===== src/rtl/hazard_pkg.sv =====
// Shared definitions for the D-stage hazard scoreboard.
// Holds the Tuse/Tnew classification codes produced by the D-stage decoder,
// the register-file forward select code and the default MDU latencies.
package hazard_pkg;

  // Tuse: cycles from D until the operand is consumed; all-ones = not read
  localparam logic [1:0] TUSE_D    = 2'd0;
  localparam logic [1:0] TUSE_E    = 2'd1;
  localparam logic [1:0] TUSE_M    = 2'd2;
  localparam logic [1:0] TUSE_NONE = 2'b11;

  // Tnew: cycles after entering E until the result can be forwarded
  localparam logic [1:0] TNEW_ALU  = 2'd1;
  localparam logic [1:0] TNEW_LOAD = 2'd2;
  localparam logic [1:0] TNEW_PC8  = 2'd0;

  // forward select 0 takes the operand from the register file
  localparam int FWD_RF = 0;

  localparam int DEF_MUL_LAT = 5;
  localparam int DEF_DIV_LAT = 10;

endpackage


===== src/rtl/hazard_scoreboard_if.sv =====
// D-stage <-> hazard scoreboard bundle.
// master: the D-stage decoder (drives instruction classification and flush,
//         receives stall / forward selects / MDU busy).
// slave : the scoreboard.
interface hazard_scoreboard_if #(
  parameter int TW = 2,
  parameter int FW = 2
);
  logic          d_valid;
  logic [4:0]    d_rs;
  logic [4:0]    d_rt;
  logic [TW-1:0] d_tuse_rs;
  logic [TW-1:0] d_tuse_rt;
  logic [4:0]    d_dst;
  logic [TW-1:0] d_tnew;
  logic          d_md_start;
  logic          d_md_div;
  logic          d_md_use;
  logic          flush;
  logic          stall;
  logic [FW-1:0] fwd_rs;
  logic [FW-1:0] fwd_rt;
  logic          mdu_busy;

  modport master (
    output d_valid, d_rs, d_rt, d_tuse_rs, d_tuse_rt, d_dst, d_tnew,
           d_md_start, d_md_div, d_md_use, flush,
    input  stall, fwd_rs, fwd_rt, mdu_busy
  );

  modport slave (
    input  d_valid, d_rs, d_rt, d_tuse_rs, d_tuse_rt, d_dst, d_tnew,
           d_md_start, d_md_div, d_md_use, flush,
    output stall, fwd_rs, fwd_rt, mdu_busy
  );
endinterface


===== src/rtl/mdu_busy_counter.sv =====
// MDU busy counter: loads a latency when a multiply/divide starts, then
// counts down to zero. busy is high while the count is nonzero.
// Ports: clk, reset (async, active-low), load, load_val[CW-1:0], busy.
module mdu_busy_counter #(
  parameter int CW = 4
) (
  input  logic          clk,
  input  logic          reset,
  input  logic          load,
  input  logic [CW-1:0] load_val,
  output logic          busy
);

  logic [CW-1:0] cnt_q;
  logic [CW-1:0] cnt_d;

  always_comb begin
    cnt_d = cnt_q;
    if (load) begin
      cnt_d = load_val;
    end else if (cnt_q != '0) begin
      cnt_d = cnt_q - CW'(1);
    end
  end

  always_ff @(posedge clk or negedge reset) begin
    if (!reset) begin
      cnt_q <= '0;
    end else begin
      cnt_q <= cnt_d;
    end
  end

  assign busy = (cnt_q != '0);

endmodule


===== src/rtl/hazard_scoreboard.sv =====
// Stall/forward controller for the 5-stage MIPS pipeline.
// Tracks the destination and remaining Tnew of every instruction in the
// NSTAGE stages behind D, compares them against the D-stage sources and
// their Tuse, and drives the D stall plus the forward-select muxes.
// An MDU busy counter blocks mult/div starts and hi/lo accesses while a
// previous MDU operation is still running.
// Ports: clk, reset (async, active-low), bus (hazard_scoreboard_if.slave).
module hazard_scoreboard
  import hazard_pkg::*;
#(
  parameter int NSTAGE  = 3,
  parameter int TW      = 2,
  parameter int MUL_LAT = DEF_MUL_LAT,
  parameter int DIV_LAT = DEF_DIV_LAT,
  parameter int CW      = 4,
  parameter int FW      = $clog2(NSTAGE + 1)
) (
  input  logic              clk,
  input  logic              reset,
  hazard_scoreboard_if.slave bus
);

  typedef struct packed {
    logic          stall;
    logic [FW-1:0] fwd;
  } src_res_t;

  logic          valid_q [1:NSTAGE];
  logic          valid_d [1:NSTAGE];
  logic [4:0]    dst_q   [1:NSTAGE];
  logic [4:0]    dst_d   [1:NSTAGE];
  logic [TW-1:0] tnew_q  [1:NSTAGE];
  logic [TW-1:0] tnew_d  [1:NSTAGE];

  src_res_t      rs_res;
  src_res_t      rt_res;
  logic          md_busy;
  logic          md_stall;
  logic          stall;
  logic          insert;
  logic          md_load;
  logic [CW-1:0] md_load_val;

  function automatic logic [TW-1:0] sat_dec(input logic [TW-1:0] t);
    return (t == '0) ? '0 : t - TW'(1);
  endfunction

  // Scan oldest to youngest so the youngest matching entry is the one kept.
  function automatic src_res_t lookup(input logic [4:0] src, input logic [TW-1:0] tuse);
    src_res_t      r;
    logic          hit;
    logic [TW-1:0] hit_tnew;
    logic [FW-1:0] hit_k;
    hit      = 1'b0;
    hit_tnew = '0;
    hit_k    = '0;
    for (int k = NSTAGE; k >= 1; k--) begin
      if (valid_q[k] && (dst_q[k] == src) && (dst_q[k] != 5'd0)) begin
        hit      = 1'b1;
        hit_tnew = tnew_q[k];
        hit_k    = FW'(k);
      end
    end
    r.stall = hit && (tuse != '1) && (hit_tnew > tuse);
    r.fwd   = (hit && (tuse != '1) && (hit_tnew == '0)) ? hit_k : FW'(FWD_RF);
    return r;
  endfunction

  always_comb begin
    rs_res   = lookup(bus.d_rs, bus.d_tuse_rs);
    rt_res   = lookup(bus.d_rt, bus.d_tuse_rt);
    md_stall = (bus.d_md_start | bus.d_md_use) & bus.d_valid & md_busy;
    stall    = rs_res.stall | rt_res.stall | md_stall;
    // a flush squashes the D instruction as well as everything behind it
    insert   = bus.d_valid & ~stall & ~bus.flush;
    md_load  = insert & bus.d_md_start;
    md_load_val = bus.d_md_div ? CW'(DIV_LAT) : CW'(MUL_LAT);
  end

  always_comb begin
    for (int k = 1; k <= NSTAGE; k++) begin
      valid_d[k] = 1'b0;
      dst_d[k]   = '0;
      tnew_d[k]  = '0;
    end
    if (insert) begin
      valid_d[1] = 1'b1;
      dst_d[1]   = bus.d_dst;
      tnew_d[1]  = bus.d_tnew;
    end
    if (!bus.flush) begin
      for (int k = 2; k <= NSTAGE; k++) begin
        valid_d[k] = valid_q[k-1];
        dst_d[k]   = dst_q[k-1];
        tnew_d[k]  = sat_dec(tnew_q[k-1]);
      end
    end
  end

  // ---- stage register: entries advance one stage every cycle ----
  always_ff @(posedge clk or negedge reset) begin
    if (!reset) begin
      for (int k = 1; k <= NSTAGE; k++) begin
        valid_q[k] <= 1'b0;
        dst_q[k]   <= '0;
        tnew_q[k]  <= '0;
      end
    end else begin
      for (int k = 1; k <= NSTAGE; k++) begin
        valid_q[k] <= valid_d[k];
        dst_q[k]   <= dst_d[k];
        tnew_q[k]  <= tnew_d[k];
      end
    end
  end

  mdu_busy_counter #(.CW(CW)) u_mdu_cnt (
    .clk      (clk),
    .reset    (reset),
    .load     (md_load),
    .load_val (md_load_val),
    .busy     (md_busy)
  );

  assign bus.stall    = stall;
  assign bus.fwd_rs   = rs_res.fwd;
  assign bus.fwd_rt   = rt_res.fwd;
  assign bus.mdu_busy = md_busy;

endmodule


===== src/flat_wrapper.sv =====
// flat-port wrapper written by rule: the top's interface ports become plain ports
module hazard_scoreboard_flat import hazard_pkg::*;
#(
  parameter int NSTAGE  = 3,
  parameter int TW      = 2,
  parameter int MUL_LAT = DEF_MUL_LAT,
  parameter int DIV_LAT = DEF_DIV_LAT,
  parameter int CW      = 4,
  parameter int FW      = $clog2(NSTAGE + 1)
)
  (clk, reset, bus_d_valid, bus_d_rs, bus_d_rt, bus_d_tuse_rs, bus_d_tuse_rt, bus_d_dst, bus_d_tnew, bus_d_md_start, bus_d_md_div, bus_d_md_use, bus_flush, bus_stall, bus_fwd_rs, bus_fwd_rt, bus_mdu_busy);
  hazard_scoreboard_if #(.TW(TW), .FW(FW)) bus_i ();
  input  logic clk;
  input  logic reset;
  input wire logic [$bits(bus_i.d_valid)-1:0] bus_d_valid;
  input wire logic [$bits(bus_i.d_rs)-1:0] bus_d_rs;
  input wire logic [$bits(bus_i.d_rt)-1:0] bus_d_rt;
  input wire logic [$bits(bus_i.d_tuse_rs)-1:0] bus_d_tuse_rs;
  input wire logic [$bits(bus_i.d_tuse_rt)-1:0] bus_d_tuse_rt;
  input wire logic [$bits(bus_i.d_dst)-1:0] bus_d_dst;
  input wire logic [$bits(bus_i.d_tnew)-1:0] bus_d_tnew;
  input wire logic [$bits(bus_i.d_md_start)-1:0] bus_d_md_start;
  input wire logic [$bits(bus_i.d_md_div)-1:0] bus_d_md_div;
  input wire logic [$bits(bus_i.d_md_use)-1:0] bus_d_md_use;
  input wire logic [$bits(bus_i.flush)-1:0] bus_flush;
  output wire logic [$bits(bus_i.stall)-1:0] bus_stall;
  output wire logic [$bits(bus_i.fwd_rs)-1:0] bus_fwd_rs;
  output wire logic [$bits(bus_i.fwd_rt)-1:0] bus_fwd_rt;
  output wire logic [$bits(bus_i.mdu_busy)-1:0] bus_mdu_busy;
  assign bus_i.d_valid = bus_d_valid;
  assign bus_i.d_rs = bus_d_rs;
  assign bus_i.d_rt = bus_d_rt;
  assign bus_i.d_tuse_rs = bus_d_tuse_rs;
  assign bus_i.d_tuse_rt = bus_d_tuse_rt;
  assign bus_i.d_dst = bus_d_dst;
  assign bus_i.d_tnew = bus_d_tnew;
  assign bus_i.d_md_start = bus_d_md_start;
  assign bus_i.d_md_div = bus_d_md_div;
  assign bus_i.d_md_use = bus_d_md_use;
  assign bus_i.flush = bus_flush;
  assign bus_stall = bus_i.stall;
  assign bus_fwd_rs = bus_i.fwd_rs;
  assign bus_fwd_rt = bus_i.fwd_rt;
  assign bus_mdu_busy = bus_i.mdu_busy;
  hazard_scoreboard #(.NSTAGE(NSTAGE), .TW(TW), .MUL_LAT(MUL_LAT), .DIV_LAT(DIV_LAT), .CW(CW), .FW(FW)) u_core (.clk(clk), .reset(reset), .bus(bus_i));
endmodule

===== config.mk =====
export PLATFORM = sky130hd
export DESIGN_NAME = hazard_scoreboard_flat
export DESIGN_NICKNAME = d
export VERILOG_FILES = /design/src/rtl/hazard_pkg.sv /design/src/rtl/hazard_scoreboard_if.sv /design/src/rtl/mdu_busy_counter.sv /design/src/rtl/hazard_scoreboard.sv /design/src/flat_wrapper.sv
export SDC_FILE = /design/constraint.sdc
export NUM_CORES = 1
export LEC_CHECK = 0
export BUFFER_PORTS_ARGS = -buffer_cell sky130_fd_sc_hd__buf_2
export CAP_MARGIN = 0
export CELL_PAD_IN_SITES_DETAIL_PLACEMENT = 2
export CELL_PAD_IN_SITES_GLOBAL_PLACEMENT = 2
export CORE_ASPECT_RATIO = 1.75
export CORE_MARGIN = 2
export CORE_UTILIZATION = 35
export CTS_BUF_LIST = sky130_fd_sc_hd__clkbuf_2 sky130_fd_sc_hd__clkbuf_4 sky130_fd_sc_hd__clkbuf_8
export CTS_CLUSTER_SIZE = 28
export DETAILED_ROUTE_END_ITERATION = 8
export PLACE_DENSITY = 0.86
export SLEW_MARGIN = 20
export SYNTH_ARGS = -nofsm -noshare
export SYNTH_HDL_FRONTEND = slang
export SYNTH_SLANG_ARGS = --single-unit

===== constraint.sdc =====
create_clock -name clk -period 8.63 [get_ports clk]
set_input_delay 1.2945 -clock clk [delete_from_list [all_inputs] [get_ports clk]]
set_output_delay 1.2945 -clock clk [all_outputs]
set_load 0.005 [all_outputs]

==> reports/metrics.csv, run 1 <==
stage,metric,value,unit
worst_setup_path,cp.arrival,4070,ps
pwr,power-per-cell-area,159,mW/mm²
logic_synthesis,ys_ff_latch,28,
grt,grt_pass1_wl,7870,µm
pwr,leakage,0.000933,µW
logic_synthesis,yosys_warnings,0,
clocking,hold_buffers,0,
timing,timing.fmax,186,MHz
logic_synthesis,ys_seq_area_share,39.7,%
clocking,cts_htree_levels,1,
timing,setup_viol,0,
routing,dr.pass1.iters,4,
placement,dp_hpwl,3930,µm
worst_setup_path,crit_buf_inv,2,
routing,postRouteAntennaNets,0,
timing,hold_viol,0,
placement,dp_slack,3270,ps
logic_synthesis,synth_ff_type,dfrtp_1,
clocking,cts.clk_slew.worst_paths,90,ps
worst_setup_path,worst_setup_path_end_kind,output pin,
logic_synthesis,synth.distinct_cells,39,
floorplan,core,0.00493,mm²
timing,post-route-period-util,62.2,%
routing,vias_per_cell,5.36,
grt,grt_pass1_vias,1618,
placement,io_buffers,33,
clocking,cts_inserted_buffers,3,
floorplan,die_y,98.0,µm
grt,grt-ovfl-total,0,
clocking,cts_root_buf,clkbuf_8,
routing,wl,4610,µm
worst_setup_path,crit_top_cell,buf_2,
timing,post-route-min-period,5370,ps
logic_synthesis,syn_area,0.00177,mm²
clocking,cts_sinks,28,
routing,num_vias,1416,
timing,setup_ws,3260,ps
logic_synthesis,synth_cells,175,
min_path,hold_start,u_core.tnew_q[2],
timing,relSlewSlack,35.7,%
grt,track_usage,17.8,%
worst_setup_path,slowest_delay,690,ps
final_layout,antennaDiodeCount,0,
status,status,"complete, no violations",
worst_setup_path,reg2reg_from,u_core.dst_q[1],
timing,slew_viol_final,0,
placement,place_congestion,0.751,
final_layout,fillers,561,
clocking,cts_max_path_buffers,2,
timing,whs,488,ps
min_path,hold_class,reg -> reg,
clocking,cts-resized-gates,0,
logic_synthesis,synth_edf_count,0,
routing,drc,0,
timing,worst_pin_slew,956,ps
job,cap_violations,0,
floorplan,pin_count,34,
timing,rsz0062_at_grt,no,
floorplan,die_x,57.7,µm
worst_setup_path,rrSetupSlack,5110,ps
worst_setup_path,crit_start,bus_d_rt[4],
floorplan,rows,34,
worst_setup_path,cp-start-kind,input pin,
grt,grt_max_degree,29,
worst_setup_path,criticalPathCategory,in -> out,
worst_setup_path,worstPathCellList,"buf_2, xnor2_1, nand3_1, nor4_1, a311oi_1, or2_2, ha_1, a221o_1, o21bai_1, nand3b_1, buf_2",
worst_setup_path,worstPathRequired,7340,ps
clocking,clk_latency,270,ps
worst_setup_path,slowest_stage,nor4_1,
routing,wl_per_cell,17.5,µm
floorplan,dieArea,0.00565,mm²
logic_synthesis,postSynthAreaPerCell,10.1,µm²
floorplan,initial_core_util,35.8,%
grt,antenna_found_initial,0,
timing,clock_skew,2.70,ps
pwr,ir_worst_vdd,0.000161,V
final_layout,drive_gt1_share,20.5,%
worst_setup_path,crit_fanout,5,
routing,drt-initial-drc-count,9,
final_layout,syn2layout_area_growth,15.7,%
logic_synthesis,synth.net_count,209,
clocking,cts_tree,yes,
worst_setup_path,cp_top_family,simple AND/OR/NAND/NOR gates,
clocking,postCtsSetupBuffers,0,
logic_synthesis,async_flop_share,100,%
final_layout,final_nets,245,
timing,fin_setup_tns,0,ps
[synthesized netlist by cell type (2+ instances only)]
cell	number	area, µm²
xnor2_1	25	219
o21ai_0	3	15.0
a21o_1	3	22.5
nand3_1	5	25.0
dfrtp_1	28	701
a311oi_1	2	17.5
or4_1	4	30.0
nor2b_1	13	81.3
a21oi_1	3	15.0
o22ai_1	3	18.8
o21ai_1	2	10.0
nor4_1	7	43.8
mux2_1	2	22.5
nor2_1	7	26.3
xor2_1	7	61.3
a211oi_1	2	15.0
o22a_1	2	17.5
nor3_1	5	25.0
and2_1	10	62.6
nor3b_1	3	22.5
ha_1	6	75.1
or3_1	3	18.8
inv_1	10	37.5
nand2_1	5	18.8
[area by class of cell]
cell class | count | area [µm²] | area share, %
well taps | 54 | 67.6 | 3.31
clock buffers | 4 | 55.1 | 2.69
inverters | 10 | 37.5 | 1.84
multi-input cells | 135 | 1020 | 49.8
repair buffers | 33 | 165 | 8.08
flip-flops and latches | 28 | 701 | 34.3
[routing by layer]
layer / GRT usage [%] / routed length (µm) / vias to the layer above
li1: - / - / 683
met1: 20.4 / 1750 / 704
met2: 34.4 / 2710 / 23
met3: 1.06 / 83 / 6
met4: 3.94 / 62 / 0
met5: 0 / 0 / -
[where the power goes]
part	switching [µW]	internal (µW)
registers	12.4	145
logic	44.2	43.6
clock network	39.1	40.8
total	95.6	229
[cells in the final DEF (no fill, tap or decap), types with 2 or more instances in the layout]
cell type   n
a211oi_1    2
a21o_1      3
a21oi_1     3
a311oi_1    2
and2_1     10
buf_2      33
clkbuf_8    4
dfrtp_1    28
ha_1        6
inv_1      10
mux2_1      2
nand2_1     5
nand3_1     5
nor2_1      7
nor2b_1    13
nor3_1      5
nor3b_1     3
nor4_1      7
o21ai_0     3
o21ai_1     2
o22a_1      2
o22ai_1     3
or3_1       3
or4_1       4
xnor2_1    25
xor2_1      7
[metrics by stage]
| stage | power, µW | cells | utilization, % | area (µm²) |
|---|---|---|---|---|
| 2_1_floorplan | 217 | 175 | - | 1770 |
| 3_3_place_gp | 245 | 260 | 40.3 | 1990 |
| 3_5_place_dp | 250 | 260 | 40.3 | 1990 |
| 4_1_cts | 329 | 264 | 41.4 | 2040 |
| 5_1_grt | 349 | 264 | 41.4 | 2040 |
| 6_report | 325 | 264 | 41.4 | 2040 |
[kinds of logic (layout without fill, tap and decap cells)]
group           after synthesis  in the layout  synth area share, %
simple gates                 69             69                 24.6
xor+xnor                     32             32                 15.9
flops                        28             28                 39.7
compound gates               25             25                 11.0
buf+inv                      12             47                 2.76
fa+ha+maj                     6              6                 4.25
mux                           3              3                 1.84
[path summary, 6_finish.rpt]
path                                                  end  cells past startpoint
worst max-delay path                            bus_stall                     11
worst min-delay path                     u_core.tnew_q[0]                      1
worst max register to register  u_core.u_mdu_cnt.cnt_q[1]                     10
worst min register to register           u_core.tnew_q[0]                      1
max in group asynchronous                 u_core.dst_q[3]                      1
min in group asynchronous                u_core.dst_q[12]                      1
[flip-flops by register name, summed over array words and instances, names as in the netlist]
| name | count |
|---|---|
| u_core.dst_q | 15 |
| u_core.u_mdu_cnt.cnt_q | 4 |
| u_core.valid_q | 3 |
| u_core.tnew_q | 6 |
[worst register-to-register path, stage by stage, from the launching register on]
cell	delay [ps]
dfrtp_1	430
or4_1	140
o21ai_1	90
nor4_1	800
a311oi_1	250
or2_2	340
ha_1	270
a221o_1	310
o22ai_1	210
nand4b_4	210
mux2_1	340
Note: power is estimated with default switching activity, not from simulation.
==> run 2, diff against run 1 <==
--- a/config.mk
+++ b/config.mk
@@ -11,11 +11,11 @@
 export CELL_PAD_IN_SITES_GLOBAL_PLACEMENT = 2
 export CORE_ASPECT_RATIO = 1.75
 export CORE_MARGIN = 2
-export CORE_UTILIZATION = 35
+export CORE_UTILIZATION = 32
 export CTS_BUF_LIST = sky130_fd_sc_hd__clkbuf_2 sky130_fd_sc_hd__clkbuf_4 sky130_fd_sc_hd__clkbuf_8
 export CTS_CLUSTER_SIZE = 28
 export DETAILED_ROUTE_END_ITERATION = 8
-export PLACE_DENSITY = 0.86
+export PLACE_DENSITY = 0.83
 export SLEW_MARGIN = 20
 export SYNTH_ARGS = -nofsm -noshare
 export SYNTH_HDL_FRONTEND = slang
==> constraint.sdc (replaced) <==
create_clock -name clk -period 4.85 [get_ports clk]
set_input_delay 0.7275 -clock clk [delete_from_list [all_inputs] [get_ports clk]]
set_output_delay 0.7275 -clock clk [all_outputs]
set_load 0.005 [all_outputs]
==> run 2 against run 1 <==
Net effect:
- setup slack lost 2500 ps
- utilization shrank 1.6 points
- final cell count grew 8.7%
- critical path type is now reg -> out
- sequential power grew 78%
- die area grew 8.8%
- non-clock buffer count grew 3
- critical endpoint unchanged
- first-iteration DRC count shrank 11%
- critical path depth grew 1
==> reports/metrics.csv, run 2 (synthesis gave the netlist of run 1 again) <==
stage,metric,value,unit
final_layout,top_register,u_core.dst_q,
grt,grt_max_degree,29,
clocking,cts_sinks,28,
final_layout,final_cell_mix,"buf_2 (33), dfrtp_1 (28), xnor2_1 (25)",
timing,post-route-period-util,85.1,%
clocking,cts_max_path_buffers,2,
pwr,power.switching,171,µW
grt,grt_pass1_vias,1661,
final_layout,syn2layout_area_growth,19.3,%
worst_setup_path,cp-start-kind,register,
worst_setup_path,reg2reg_from,u_core.dst_q[1],
routing,wl_per_cell,17.1,µm
pwr,internal-power,446,µW
status,status,"complete, no violations",
timing,fin_setup_tns,0,ps
floorplan,pin_count,34,
worst_setup_path,reg2reg_to,u_core.u_mdu_cnt.cnt_q[3],
grt,antenna_found_initial,0,
timing,rsz0062_at_grt,no,
timing,hold_viol,0,
final_layout,drive_gt1_share,21.6,%
min_path,hold_class,in -> async,
worst_setup_path,worstRegToRegCells,12,
worst_setup_path,crit_buf_inv,2,
clocking,clk_latency,270,ps
timing,setup_viol,0,
worst_setup_path,endpoint,bus_stall,
pwr,power_frac_clock,29.7,%
placement,dp_hpwl,4170,µm
clocking,cts_root_buf,clkbuf_8,
worst_setup_path,cp.arrival,3400,ps
clocking,cts_htree_levels,1,
worst_setup_path,worstPathCellList,"or4_1, o21ai_1, nor4_1, buf_4, a311oi_1, nor2_1, ha_1, a21oi_1, a221o_1, o21bai_1, nand3b_1, buf_2",
final_layout,final_util,39.8,%
routing,drt-initial-drc-count,8,
clocking,cts.clk_slew.worst_paths,100,ps
timing,relSlewSlack,51.1,%
placement,io_buffers,33,
final_layout,final_design_area_no_fill,0.00211,mm²
final_layout,seqCellArea,701,µm²
floorplan,initial_core_util,33.3,%
pwr,power,617,µW
timing,clock_skew,5.30,ps
worst_setup_path,criticalPathCategory,reg -> out,
worst_setup_path,worst_setup_path_end_kind,output pin,
worst_setup_path,crit_start,u_core.dst_q[1],
final_layout,antennaDiodeCount,0,
clocking,cts-resized-gates,0,
pwr,combPwrFrac,25.0,%
floorplan,die_x,60.2,µm
pwr,seq_power_share,45.2,%
final_layout,mostFrequentLayoutCell,buf_2,
final_layout,largestRegisters,"u_core.dst_q (15), u_core.tnew_q (6), u_core.u_mdu_cnt.cnt_q (4)",
floorplan,die_y,102,µm
clocking,cts_inserted_buffers,3,
placement,postPlaceCellArea,0.00204,mm²
clocking,cts_tree,yes,
worst_setup_path,slowest_delay,510,ps
final_layout,multi_input_area,0.00102,mm²
routing,vias_per_cell,5.09,
routing,postRouteAntennaNets,0,
clocking,postCtsSetupBuffers,0,
grt,grt-ovfl-total,0,
pwr,swShare,27.7,%
worst_setup_path,rrSetupSlack,1320,ps
pwr,leakage,0.000957,µW
worst_setup_path,crit_fanout,5,
timing,post-route-min-period,4130,ps
floorplan,rows,35,
routing,dr.pass1.iters,4,
timing,whs,451,ps
final_layout,largest_register_ff_count,15,
timing,worst_pin_slew,727,ps
worst_setup_path,cp.depth,12,
worst_setup_path,worstPathRequired,4120,ps
routing,drc,0,
clocking,hold_buffers,0,
pwr,power-per-cell-area,293,mW/mm²
routing,wl,4900,µm
floorplan,core,0.00530,mm²
job,cap_violations,0,
routing,num_vias,1460,
grt,grt_pass1_wl,8040,µm
timing,timing.fmax,242,MHz
pwr,ir_worst_vdd,0.000179,V
final_layout,final_nets,248,
floorplan,dieArea,0.00615,mm²
final_layout,fillers,602,
worst_setup_path,cp_top_family,compound AO/OA/AOI/OAI gates,
timing,slew_viol_final,0,
worst_setup_path,slowest_stage,or4_1,
grt,track_usage,17.7,%
placement,place_congestion,0.809,
[run 2: routing by layer]
metal | track usage (%) | up-vias | wire length [µm]
li1 | - | 692 | -
met5 | 0 | - | 0
met3 | 2.53 | 13 | 116
met2 | 33.5 | 26 | 2910
met4 | 7.52 | 0 | 129
met1 | 18.4 | 729 | 1740
[run 2: metrics by stage]
| step | worst slack [ps] | cells |
|---|---|---|
| 6_report | 723 | 287 |
| 5_1_grt | 432 | 287 |
| 4_1_cts | 655 | 287 |
| 3_5_place_dp | 846 | 283 |
| 3_3_place_gp | 975 | 283 |
| 2_1_floorplan | 1370 | 175 |
[run 2: worst min-delay path by stage]
stage | slack, ps | start | to | cells past startpoint
floorplan | 430 | reset | u_core.dst_q[0] | 0
global placement | 480 | u_core.tnew_q[2] | u_core.tnew_q[0] | 1
detailed placement | 490 | u_core.valid_q[2] | u_core.valid_q[1] | 1
CTS | 480 | reset | u_core.dst_q[4] | 1
global route | 490 | reset | u_core.dst_q[4] | 1
finish | 450 | reset | u_core.dst_q[9] | 1
[run 2: layout make-up]
| class | count | area share, % |
|---|---|---|
| well taps | 74 | 4.39 |
| multi-input cells | 135 | 48.3 |
| clock buffers | 3 | 1.96 |
| flip-flops and latches | 28 | 33.3 |
| inverters | 10 | 1.78 |
| clock inverters | 1 | 1.43 |
| repair buffers | 36 | 8.91 |
[run 2: power groups by stage]
stage	clock (µW)	combinational, µW	sequential, µW
2_1_floorplan	0	109	276
3_3_place_gp	0	149	283
3_5_place_dp	0	158	285
4_1_cts	188	159	280
5_1_grt	198	182	284
6_report	183	154	279
==> run 3, diff against run 2 <==
--- a/config.mk
+++ b/config.mk
@@ -11,11 +11,12 @@
 export CELL_PAD_IN_SITES_GLOBAL_PLACEMENT = 2
 export CORE_ASPECT_RATIO = 1.75
 export CORE_MARGIN = 2
-export CORE_UTILIZATION = 32
+export CORE_UTILIZATION = 35
 export CTS_BUF_LIST = sky130_fd_sc_hd__clkbuf_2 sky130_fd_sc_hd__clkbuf_4 sky130_fd_sc_hd__clkbuf_8
 export CTS_CLUSTER_SIZE = 28
 export DETAILED_ROUTE_END_ITERATION = 8
-export PLACE_DENSITY = 0.83
+export GPL_TIMING_DRIVEN = 0
+export PLACE_DENSITY = 0.86
 export SLEW_MARGIN = 20
 export SYNTH_ARGS = -nofsm -noshare
 export SYNTH_HDL_FRONTEND = slang
==> constraint.sdc (replaced) <==
create_clock -name clk -period 4.3 [get_ports clk]
set_input_delay 0.645 -clock clk [delete_from_list [all_inputs] [get_ports clk]]
set_output_delay 0.645 -clock clk [all_outputs]
set_load 0.005 [all_outputs]
==> run 3 against run 2 <==
Net effect:
- critical path depth fell by 1
- critical path type unchanged
- non-clock buffer count down 1
- via count decreased by 1.2%
- wire length decreased by 9.3%
- flip-flop and latch count unchanged
- clock skew up 5.2 ps
- total power rose by 12%
==> reports/metrics.csv, run 3 (synthesis gave the netlist of run 1 again) <==
stage,metric,value,unit
status,status,"complete, no violations",
final_layout,final_nets,247,
placement,dp_hpwl,3720,µm
timing,post-route-period-util,92.0,%
grt,grt_pass1_vias,1609,
worst_setup_path,slowest_delay,580,ps
routing,wl,4440,µm
final_layout,drive_gt1_share,21.2,%
floorplan,rows,34,
clocking,clk_latency,280,ps
floorplan,die_y,98.0,µm
floorplan,initial_core_util,35.8,%
final_layout,largestRegisters,"u_core.dst_q (15), u_core.tnew_q (6), u_core.u_mdu_cnt.cnt_q (4)",
timing,hold_viol,0,
routing,wl_per_cell,16.7,µm
timing,timing.fmax,253,MHz
floorplan,dieArea,0.00565,mm²
grt,grt-ovfl-total,0,
timing,setup_viol,0,
worst_setup_path,worstPathCellList,"or4_1, o21ai_1, nor3_1, a311oi_1, nor2_1, ha_1, a21oi_1, a221o_1, o21bai_1, nand3b_1, buf_2",
grt,grt_max_degree,29,
pwr,combPwrFrac,25.2,%
final_layout,final_cell_mix,"buf_2 (33), dfrtp_1 (28), xnor2_1 (25)",
pwr,power-per-cell-area,334,mW/mm²
clocking,cts_htree_levels,1,
grt,antenna_found_initial,0,
timing,setup_ws,345,ps
timing,relSlewSlack,38.0,%
worst_setup_path,slowest_stage,or4_1,
final_layout,fillers,557,
placement,io_buffers,33,
placement,place_congestion,0.788,
final_layout,antennaDiodeCount,0,
clocking,cts_root_buf,clkbuf_8,
final_layout,final_util,42.1,%
timing,post-route-min-period,3960,ps
floorplan,core,0.00493,mm²
pwr,power_frac_clock,29.3,%
timing,rsz0062_at_grt,no,
worst_setup_path,crit_fanout,4,
pwr,ir_worst_vdd,0.000335,V
routing,dr.pass1.iters,4,
worst_setup_path,cp-start-kind,register,
worst_setup_path,cp_top_family,compound AO/OA/AOI/OAI gates,
pwr,seq_power_share,45.5,%
routing,num_vias,1443,
routing,postRouteAntennaNets,0,
clocking,cts.clk_slew.worst_paths,100,ps
clocking,cts_max_path_buffers,2,
final_layout,top_register,u_core.dst_q,
worst_setup_path,criticalPathCategory,reg -> out,
routing,drt-initial-drc-count,20,
job,cap_violations,0,
pwr,leakage,0.000947,µW
pwr,swShare,27.4,%
timing,clock_skew,10.5,ps
routing,drc,0,
timing,slew_viol_final,0,
final_layout,largest_register_ff_count,15,
routing,vias_per_cell,5.42,
grt,grt_pass1_wl,7820,µm
clocking,cts_tree,yes,
clocking,postCtsSetupBuffers,0,
timing,fin_setup_tns,0,ps
grt,track_usage,17.7,%
clocking,cts_inserted_buffers,3,
floorplan,die_x,57.7,µm
worst_setup_path,worst_setup_path_end_kind,output pin,
timing,worst_pin_slew,922,ps
pwr,internal-power,503,µW
worst_setup_path,crit_buf_inv,1,
final_layout,syn2layout_area_growth,17.6,%
clocking,cts_sinks,28,
final_layout,mostFrequentLayoutCell,buf_2,
pwr,power,694,µW
worst_setup_path,worstPathRequired,3650,ps
min_path,hold_class,in -> async,
pwr,power.switching,190,µW
worst_setup_path,cp.arrival,3310,ps
placement,dp_slack,71.3,ps
floorplan,pin_count,34,
-- run 3: cell count changes in the layout (fill, tap and decap cells not counted), sizes merged --
cell and delta:
buf -2, clkbuf +1
-- run 3: area by class of cell --
cell class                 instances  area [µm²]  share of cell area, %
clock buffer                       3        41.3                   1.99
tap                               54        67.6                   3.25
inverter                          10        37.5                   1.81
sequential                        28         701                   33.7
multi-input combinational        135        1020                   49.3
clock inverter                     1        30.0                   1.45
buffer                             2        11.3                  0.542
timing repair buffer              33         165                   7.95
-- run 3: worst paths after layout --
kind                            slack (ps)                 to              from  cells after the start
worst max-delay path                   340          bus_stall  u_core.dst_q[13]                     11
worst min-delay path                   370    u_core.dst_q[6]             reset                      1
worst max register to register         840   u_core.dst_q[12]  u_core.dst_q[13]                     12
worst min register to register         480   u_core.tnew_q[0]  u_core.tnew_q[2]                      1
max in group asynchronous             3540  u_core.valid_q[2]             reset                      1
min in group clk                       480   u_core.tnew_q[0]  u_core.tnew_q[2]                      1
-- run 3: per-stage QoR --
step / cell area, µm² / hold slack [ps] / cells
2_1_floorplan: 1770 / 349 / 175
3_3_place_gp: 2000 / 466 / 262
3_5_place_dp: 2000 / 473 / 262
4_1_cts: 2070 / 392 / 266
5_1_grt: 2080 / 416 / 266
6_report: 2080 / 367 / 266
-- run 3: power groups by stage --
| stage | Clock (µW) | Combinational, µW | Sequential [µW] |
|---|---|---|---|
| 6_report | 203 | 175 | 315 |
| 2_1_floorplan | 0 | 123 | 312 |
| 3_3_place_gp | 0 | 173 | 320 |
| 3_5_place_dp | 0 | 180 | 321 |
| 4_1_cts | 208 | 182 | 316 |
| 5_1_grt | 218 | 204 | 321 |
-- run 3: timing repair --
item / 4_1_cts / 5_1_grt
gates resized for setup: 0 / 1
setup endpoints to repair: 0 / 1
endpoints found under the hold margin: 0 / 0
hold buffers: 0 / 0
-- run 3: metal layers --
metal | global-route usage, % | part of all wire (%) | vias up
li1 | - | - | 687
met1 | 20.5 | 39 | 727
met2 | 34.5 | 58 | 24
met3 | 0.397 | 2.1 | 5
met4 | 4.29 | 1.2 | 0
met5 | 0 | 0 | -
-- run 3: worst register-to-register path, delay by kind of cell, from the launching register on --
| kind | cells | cell delay, ps |
|---|---|---|
| adder cells (fa/ha/maj) | 1 | 300 |
| AND/OR/NAND/NOR | 5 | 1210 |
| flip-flops | 1 | 460 |
| buffers and inverters | 1 | 160 |
| AO/OA/AOI/OAI | 5 | 1220 |
